[config.mk]
export PLATFORM = sky130hd
export DESIGN_NAME = alt_eyemon_ir_arbiter
export DESIGN_NICKNAME = d
export VERILOG_FILES = /design/src/rtl/alt_eyemon_ir_arbiter.sv
export SDC_FILE = /design/constraint.sdc
export NUM_CORES = 1
export LEC_CHECK = 0
export BUFFER_PORTS_ARGS = -buffer_cell sky130_fd_sc_hd__clkbuf_2
export CORE_MARGIN = 3
export CORE_UTILIZATION = 51
export CTS_CLUSTER_DIAMETER = 100
export CTS_CLUSTER_SIZE = 16
export DETAILED_ROUTE_END_ITERATION = 10
export PLACE_DENSITY = 0.95
export SYNTH_ARGS = -nofsm -noshare
export SYNTH_HDL_FRONTEND = slang
export SYNTH_SLANG_ARGS = --single-unit
[constraint.sdc]
create_clock -name i_avmm_clk -period 3.5 [get_ports i_avmm_clk]
set_clock_uncertainty 0.05 [all_clocks]
set_input_delay 0.175 -clock i_avmm_clk [delete_from_list [all_inputs] [get_ports i_avmm_clk]]
set_output_delay 0.175 -clock i_avmm_clk [all_outputs]
set_load 0.01 [all_outputs]
[src/rtl/alt_eyemon_ir_arbiter.sv]
// ---------------------------------------------------------------------------
// alt_eyemon_ir_arbiter
//
// Purpose:
//   Two-requester round-robin arbiter in front of the eye-monitor Avalon-MM
//   master's internal-register (IR) port. Requester 0 is the JTAG/CSR slave,
//   requester 1 is the auto-sweep sequencer. A granted request is latched,
//   started with a 1-cycle o_ir_trigger, and held stable on o_ir_* until the
//   master answers with i_ir_done. The result goes back to the owner as a
//   1-cycle o_rN_done pulse. A watchdog flags a transaction stuck in WAIT.
//
// Handshake:
//   A requester raises i_rN_req with its fields valid and keeps both stable
//   until it samples o_rN_done high, then drops the request. o_rN_done acts
//   as the one-cycle "accepted and complete" response; there is no separate
//   ready. On the IR side, o_ir_trigger starts one transaction and
//   i_ir_done (qualified only in WAIT) completes it.
//
// Ports:
//   i_avmm_clk, i_resetn          clock, synchronous active-low reset
//   i_rN_req/chaddress/wdaddress/writedata/rwn   requester N (N=0,1)
//   o_rN_done, o_rN_readdata      completion pulse and read result to N
//   o_ir_trigger, o_ir_*          start pulse and latched transaction fields
//   i_ir_done, i_ir_readdata      completion and read data from the master
//   o_grant                       one-hot owner, 0 when idle
//   o_busy                        high whenever the FSM is not idle
//   o_timeout, i_clr_timeout      sticky watchdog flag and its clear
//   o_state                       current FSM state for observation
// ---------------------------------------------------------------------------
module alt_eyemon_ir_arbiter #(
    parameter int IREG_CHADDR_WIDTH = 16,
    parameter int IREG_WDADDR_WIDTH = 16,
    parameter int IREG_DATA_WIDTH   = 16,
    parameter int TIMEOUT_CYCLES    = 1024,
    parameter int TIMEOUT_W         = 11
) (
    input  logic                         i_avmm_clk,
    input  logic                         i_resetn,

    input  logic                         i_r0_req,
    input  logic [IREG_CHADDR_WIDTH-1:0] i_r0_chaddress,
    input  logic [IREG_WDADDR_WIDTH-1:0] i_r0_wdaddress,
    input  logic [IREG_DATA_WIDTH-1:0]   i_r0_writedata,
    input  logic                         i_r0_rwn,
    output logic                         o_r0_done,
    output logic [IREG_DATA_WIDTH-1:0]   o_r0_readdata,

    input  logic                         i_r1_req,
    input  logic [IREG_CHADDR_WIDTH-1:0] i_r1_chaddress,
    input  logic [IREG_WDADDR_WIDTH-1:0] i_r1_wdaddress,
    input  logic [IREG_DATA_WIDTH-1:0]   i_r1_writedata,
    input  logic                         i_r1_rwn,
    output logic                         o_r1_done,
    output logic [IREG_DATA_WIDTH-1:0]   o_r1_readdata,

    output logic                         o_ir_trigger,
    output logic [IREG_CHADDR_WIDTH-1:0] o_ir_chaddress,
    output logic [IREG_WDADDR_WIDTH-1:0] o_ir_wdaddress,
    output logic [IREG_DATA_WIDTH-1:0]   o_ir_writedata,
    output logic                         o_ir_rwn,
    input  logic                         i_ir_done,
    input  logic [IREG_DATA_WIDTH-1:0]   i_ir_readdata,

    output logic [1:0]                   o_grant,
    output logic                         o_busy,
    output logic                         o_timeout,
    input  logic                         i_clr_timeout,
    output logic [1:0]                   o_state
);

    typedef enum logic [1:0] {
        ST_IDLE  = 2'd0,
        ST_ISSUE = 2'd1,
        ST_WAIT  = 2'd2,
        ST_RESP  = 2'd3
    } state_t;

    // A zero TIMEOUT_CYCLES turns the watchdog off entirely.
    localparam bit                 WD_EN    = (TIMEOUT_CYCLES != 0);
    localparam logic [TIMEOUT_W-1:0] WD_LIMIT = TIMEOUT_W'(TIMEOUT_CYCLES);

    state_t                         state_q,      state_d;
    logic                           last_grant_q, last_grant_d;   // index of last winner
    logic [1:0]                     grant_q,      grant_d;
    logic                           trigger_q,    trigger_d;
    logic                           busy_q,       busy_d;
    logic [1:0]                     done_q,       done_d;
    logic [IREG_DATA_WIDTH-1:0]     rdata0_q,     rdata0_d;
    logic [IREG_DATA_WIDTH-1:0]     rdata1_q,     rdata1_d;
    logic [IREG_CHADDR_WIDTH-1:0]   ir_ch_q,      ir_ch_d;
    logic [IREG_WDADDR_WIDTH-1:0]   ir_wd_q,      ir_wd_d;
    logic [IREG_DATA_WIDTH-1:0]     ir_wdata_q,   ir_wdata_d;
    logic                           ir_rwn_q,     ir_rwn_d;
    logic                           timeout_q,    timeout_d;
    logic [TIMEOUT_W-1:0]           wd_cnt_q,     wd_cnt_d;

    logic                           pick_r1;
    logic                           wd_set;
    logic [TIMEOUT_W-1:0]           wd_next;

    always_comb begin
        state_d      = state_q;
        last_grant_d = last_grant_q;
        grant_d      = grant_q;
        trigger_d    = 1'b0;
        done_d       = 2'b00;
        rdata0_d     = rdata0_q;
        rdata1_d     = rdata1_q;
        ir_ch_d      = ir_ch_q;
        ir_wd_d      = ir_wd_q;
        ir_wdata_d   = ir_wdata_q;
        ir_rwn_d     = ir_rwn_q;
        wd_cnt_d     = wd_cnt_q;
        pick_r1      = 1'b0;
        wd_set       = 1'b0;
        wd_next      = wd_cnt_q + TIMEOUT_W'(1);

        case (state_q)
            ST_IDLE: begin
                if (i_r0_req || i_r1_req) begin
                    // r1 wins when it is alone, or on a tie when r0 won last.
                    pick_r1      = i_r1_req && (!i_r0_req || !last_grant_q);
                    last_grant_d = pick_r1;
                    grant_d      = pick_r1 ? 2'b10 : 2'b01;
                    ir_ch_d      = pick_r1 ? i_r1_chaddress : i_r0_chaddress;
                    ir_wd_d      = pick_r1 ? i_r1_wdaddress : i_r0_wdaddress;
                    ir_wdata_d   = pick_r1 ? i_r1_writedata : i_r0_writedata;
                    ir_rwn_d     = pick_r1 ? i_r1_rwn       : i_r0_rwn;
                    trigger_d    = 1'b1;
                    state_d      = ST_ISSUE;
                end
            end

            ST_ISSUE: begin
                wd_cnt_d = '0;
                state_d  = ST_WAIT;
            end

            ST_WAIT: begin
                // Saturating count; the flag fires only on the step that
                // reaches the limit so a clear while still stuck sticks.
                if (WD_EN && (wd_cnt_q != WD_LIMIT)) begin
                    wd_cnt_d = wd_next;
                    wd_set   = (wd_next == WD_LIMIT);
                end
                if (i_ir_done) begin
                    if (ir_rwn_q) begin
                        if (grant_q[1]) rdata1_d = i_ir_readdata;
                        else            rdata0_d = i_ir_readdata;
                    end
                    done_d  = grant_q;
                    state_d = ST_RESP;
                end
            end

            ST_RESP: begin
                grant_d = 2'b00;
                state_d = ST_IDLE;
            end

            default: begin
                grant_d = 2'b00;
                state_d = ST_IDLE;
            end
        endcase

        busy_d = (state_d != ST_IDLE);

        // Set has priority over a simultaneous clear.
        timeout_d = timeout_q;
        if (i_clr_timeout) timeout_d = 1'b0;
        if (wd_set)        timeout_d = 1'b1;
    end

    always_ff @(posedge i_avmm_clk) begin
        if (!i_resetn) begin
            state_q      <= ST_IDLE;
            last_grant_q <= 1'b1;
            grant_q      <= 2'b00;
            trigger_q    <= 1'b0;
            busy_q       <= 1'b0;
            done_q       <= 2'b00;
            rdata0_q     <= '0;
            rdata1_q     <= '0;
            ir_ch_q      <= '0;
            ir_wd_q      <= '0;
            ir_wdata_q   <= '0;
            ir_rwn_q     <= 1'b0;
            timeout_q    <= 1'b0;
            wd_cnt_q     <= '0;
        end else begin
            state_q      <= state_d;
            last_grant_q <= last_grant_d;
            grant_q      <= grant_d;
            trigger_q    <= trigger_d;
            busy_q       <= busy_d;
            done_q       <= done_d;
            rdata0_q     <= rdata0_d;
            rdata1_q     <= rdata1_d;
            ir_ch_q      <= ir_ch_d;
            ir_wd_q      <= ir_wd_d;
            ir_wdata_q   <= ir_wdata_d;
            ir_rwn_q     <= ir_rwn_d;
            timeout_q    <= timeout_d;
            wd_cnt_q     <= wd_cnt_d;
        end
    end

    assign o_r0_done      = done_q[0];
    assign o_r1_done      = done_q[1];
    assign o_r0_readdata  = rdata0_q;
    assign o_r1_readdata  = rdata1_q;
    assign o_ir_trigger   = trigger_q;
    assign o_ir_chaddress = ir_ch_q;
    assign o_ir_wdaddress = ir_wd_q;
    assign o_ir_writedata = ir_wdata_q;
    assign o_ir_rwn       = ir_rwn_q;
    assign o_grant        = grant_q;
    assign o_busy         = busy_q;
    assign o_timeout      = timeout_q;
    assign o_state        = state_q;

endmodule

==> Word level (Yosys, flattened, before mapping) <==
Cells that the tools add are included.
{ "totals": {"regBits": 102, "input_bits": 120, "output_inout_bits": 90, "elab_cells": 57} }
{ "op_classes": {"addsub": 1, "eq_ne": 7, "mux": 17, "bitwise": 1, "reduce_logical": 17} }
{ "op_table": {"columns": ["op", "n"], "rows": [
  ["16-bit 2-to-1 mux", 3],
  ["11-bit case mux with 2 select lines", 1],
  ["11-bit by 1-bit adder with 11-bit output, second input constant", 1],
  ["11-bit equality test, second input constant", 1],
  ["11-bit 2-to-1 mux", 1],
  ["11-bit inequality test, second input constant", 1],
  ["2-bit 2-to-1 mux", 4],
  ["2-bit case mux with 4 select lines", 1],
  ["2-bit AND reduction", 4],
  ["4-bit AND reduction", 2],
  ["2-bit nonzero test", 4],
  ["1-bit 2-to-1 mux", 6],
  ["2-bit equality test, second input constant", 2],
  ["2-bit inequality test, second input constant", 2],
  ["2-bit case mux with 2 select lines", 1],
  ["3-bit AND reduction", 1],
  ["2-bit by 1-bit equality test with 1-bit output, second input constant", 1],
  ["1-bit logical NOT", 2],
  ["2-bit logical NOT", 1],
  ["1-bit logical OR", 2],
  ["1-bit logical AND", 1],
  ["1-bit NOT", 1]
]} }

==> Longest topological paths before layout <==
{ "logic_depth": {"word_depth": 6, "mapped_depth": 9, "mapped_depth_nobuf": 7} }

==> Worst setup path before layout <==
No wires, ideal clock.
{ "synth_path": {"path_kind": "register to register", "from": "reg state_q[0] (netlist: o_state[0])", "to": "reg rdata0_q[10] (netlist: o_r0_readdata[10])", "setup_ps": 76, "t_arrival_ps": 1738, "t_required_ps": 3374, "path_slack_ps": 1637, "stages_incl_launch_ff": 10, "n_path_buf": 3, "synth_period_minus_slack_ps": 1863, "cell_sequence": "dfxtp_1 inv_1 ha_1 buf_4 nand3_1 nand2b_1 clkbuf_1 clkbuf_1 nand2_1 a21boi_0"} }
{ "synth_between": {"elab_chain_len": 2} }
{ "synth_lines": {"columns": ["element", "line_no", "source"], "rows": [
  ["start: declaration", "82", "state_t state_q, state_d;"],
  ["start signal: assignment", "192", "state_q <= state_d;"],
  ["2-bit equality test", "118", "case (state_q)"],
  ["4-bit AND reduction (no line)", null, null],
  ["end signal: assignment", "198", "rdata0_q <= rdata0_d;"],
  ["end: declaration", "88", "logic [IREG_DATA_WIDTH-1:0] rdata0_q, rdata0_d;"]
]} }
No other way between the ends.
A chain may end at the register's enable or synchronous reset.

==> Final worst setup path <==
{ "layout_path": {"from": "reg state_q[0] (netlist: o_state[0])", "to": "reg rdata0_q[12] (netlist: o_r0_readdata[12])"} }
The elaborated chain is that of the path after synthesis.

==> results.sh <==
export IMPL_crit_family="simple AND/OR/NAND/NOR gates"
export IMPL_firstDrtPassIters=5
export IMPL_gp_congestion=0.8643
export IMPL_clk_path_buf_depth=2
export IMPL_power_density_nw_per_um2=582.1
export IMPL_vias=4342
export IMPL_synthCells=503
export IMPL_ir_drop_mv=0.3170
export IMPL_path_class="register to register"
export IMPL_async_flop_share_pct=0
export IMPL_io_buffers=209
export IMPL_highest_layer="met4"
export IMPL_ant_nets=0
export IMPL_antenna_found_initial=0
export IMPL_cp_arrival_ns=2.52
export IMPL_rsz0062_at_grt="false"
export IMPL_met3_length_um=880
export IMPL_cp_num_buf_inv=1
export IMPL_cts_sinks=102
export IMPL_die_h_um=101.1
export IMPL_synth_distinct_cells=41
export IMPL_grt_max_degree=61
export IMPL_synth_main_ff_cell="dfxtp_1"
export IMPL_ys_warn_count=0
export IMPL_netlist_area_um2=4609
export IMPL_clkTransAtPathRegs_ns=0.10
export IMPL_cp_max_fo=16
export IMPL_layout_cells_non_filler=808
export IMPL_p_leak_nw=3.133
export IMPL_area_growth_pct=29.34
export IMPL_wl_um=12310
export IMPL_num_rows=34
export IMPL_core_area_um2=8763
export IMPL_tightest_slew_ns=1.125
export IMPL_ys_top_cells_by_count="nand2_1, dfxtp_1, mux2i_1, o211a_1, a21boi_0"
export IMPL_final_setup_viol_count=0
export IMPL_grt_remaining_overflow=0
export IMPL_dpl_cell_count=785
export IMPL_critPathMaxStageDelay_ns=0.82
export IMPL_slew_viol_final=0
export IMPL_slew_headroom_pct=25.03
export IMPL_nNetsFinal=822
export IMPL_synth_most_common_cell="nand2_1"
export IMPL_p_comb_share_pct=33.3
export IMPL_worstSetupEndpointType="register"
export IMPL_sw_frac_of_total_pct=35.46
export IMPL_synth_top_cell_by_area="dfxtp_1"
export IMPL_max_freq_mhz=435.6
export IMPL_wl_met2_um=6141
export IMPL_pwr_share_seq_pct=43.8
export IMPL_hpwlAfterDp_um=9496
export IMPL_io_pins=210
export IMPL_required_ns=3.72
export IMPL_maxCapViolations=0
export IMPL_drtIter0Drc=166
export IMPL_nFillCells=679
export IMPL_syn_nets=630
export IMPL_h_tree_depth=3
export IMPL_final_hold_viol_count=0
export IMPL_drc_errors=0
export IMPL_grt_use_total_pct=23.47
export IMPL_avgSynthCellArea_um2=9.164
export IMPL_viasPerCell=5.374
export IMPL_fin_crit_sh_pct=65.59
export IMPL_grt_pass1_vias=4159
export IMPL_postCtsSetupBuffers=0
export IMPL_cts_tree="done"
export IMPL_pwr_share_clk_pct=22.9
export IMPL_tns_ns=0
export IMPL_status="finished clean"
export IMPL_synth_seq_area_share_pct=44.30
export IMPL_die_area_um2=10220
export IMPL_drive_gt1_share_pct=34.29
export IMPL_switchingPower_w=0.001231
export IMPL_min_period_ns=2.296
export IMPL_holdCritPathClass="primary input to register"
export IMPL_wl_met1_um=4928
export IMPL_cts_buffers=9
export IMPL_clock_latency_ns=0.36
export IMPL_yosys_top_cells_area="dfxtp_1, mux2i_1, o211a_1, nand2_1, a21boi_0"
export IMPL_grt_pass1_wl_um=19320
export IMPL_clockRootBuffer="clkbuf_8"
export IMPL_internal_power_w=0.002240
export IMPL_diodes=0
export IMPL_die_x_um=101.1
export IMPL_yosys_area_top_type_share_pct=44.30
export IMPL_crit_chain="inv_1, ha_1, nand3_1, nor2_1, nand2_1, a21boi_0"
export IMPL_initial_core_util_pct=52.60
export IMPL_wl_per_cell_um=15.24
export IMPL_synth_seq_cells=102
export IMPL_start_kind="register"
export IMPL_cp_slowest_cell="nor2_1"
export IMPL_synth_edf_count=0
power groups by stage:
stage | Clock, W | Sequential [W] | Combinational, W
after floorplan | 0 | 0.00162 | 0.000630
after CTS | 0.000808 | 0.00152 | 0.00116
final | 0.000795 | 0.00152 | 0.00115
after global placement | 0 | 0.00153 | 0.00111
after global routing | 0.000854 | 0.00154 | 0.00127
after detailed placement | 0 | 0.00154 | 0.00115
logic make-up after synthesis:
kind of cell / Yosys count / share of synthesized area (%)
AND/OR/NAND/NOR: 176 / 16.75
AO/OA/AOI/OAI: 119 / 21.39
flip-flops: 102 / 44.30
multiplexers: 51 / 11.07
buffers and inverters: 47 / 4.398
adder cells (fa/ha/maj): 7 / 1.900
XOR/XNOR: 1 / 0.1900
flip-flops by register name, indices dropped and copies added, names as in the netlist:
register	flops
o_ir_chaddress	16
o_ir_wdaddress	16
o_r0_readdata	16
o_timeout	1
o_grant	2
o_state	2
last_grant_q	1
o_busy	1
done_q	2
o_r1_readdata	16
o_ir_trigger	1
wd_cnt_q	11
o_ir_writedata	16
o_ir_rwn	1
repair_timing:
| action | in CTS | in global routing |
|---|---|---|
| hold buffers | 7 | 0 |
| hold endpoints to repair | 7 | 0 |
| gates resized for setup | 0 | 0 |
placed cells by master, fill, tap and decap left out, drive strengths merged, types with 3 or more instances in the layout:
cell           n
nand3          9
a21boi        38
dlygate4sd3    7
nor3           5
or3            4
a31oi          4
o211ai         3
nor2          10
mux2i         51
and3           5
dfxtp        102
clkbuf       219
and2           3
buf            4
o211a         49
o21ai          7
nand2        125
nor2b          4
inv           12
a21oi         11
ha             7
final cells by class:
| type | instances | area, um^2 | area share, % |
|---|---|---|---|
| multi-input cells | 354 | 2384 | 39.98 |
| flip-flops and latches | 102 | 2042 | 34.25 |
| repair buffers | 220 | 1159 | 19.43 |
| clock buffers | 10 | 137.6 | 2.308 |
| well taps | 108 | 135.1 | 2.267 |
| clock inverters | 6 | 75.07 | 1.259 |
| inverters | 8 | 30.03 | 0.5037 |
layer usage:
| layer | up-vias | track usage (%) |
|---|---|---|
| met2 | 186 | 40.29 |
| met4 | 0 | 9.611 |
| met1 | 1996 | 28.15 |
| li1 | 2133 | - |
| met3 | 27 | 5.398 |
| met5 | - | 0 |
tightest hold or removal path, stage by stage:
cell and delay, ns:
clkbuf_2 0.09, nand2_1 0.05, a21boi_0 0.06
per-stage QoR:
step	utilization (%)	hold slack (ns)	worst slack, ns	cell area, um^2	power [W]
6_report	68.03	0.01144	1.204	5962	0.003471
5_1_grt	68.03	0.005874	0.8645	5962	0.003668
4_1_cts	68.03	0.0007385	1.219	5962	0.003490
3_5_place_dp	64.81	0.3858	1.250	5679	0.002697
3_3_place_gp	64.81	0.3729	1.415	5679	0.002638
2_1_floorplan	-	0.2699	1.637	4609	0.002250
final timing paths:
kind	to	startpoint	depth (start not counted)	slack, ns
worst max-delay path	o_r0_readdata[12]$_SDFFE_PN0P_	o_state[0]$_SDFF_PN0_	6	1.20
worst min-delay path	o_r1_readdata[15]$_SDFFE_PN0P_	i_ir_readdata[15]	3	0.01
worst min register to register	o_r1_readdata[10]$_SDFFE_PN0P_	o_r1_readdata[10]$_SDFFE_PN0P_	2	0.42
worst max register to register	o_r0_readdata[12]$_SDFFE_PN0P_	o_state[0]$_SDFF_PN0_	6	1.20
Power figures use the tool's default switching activity.
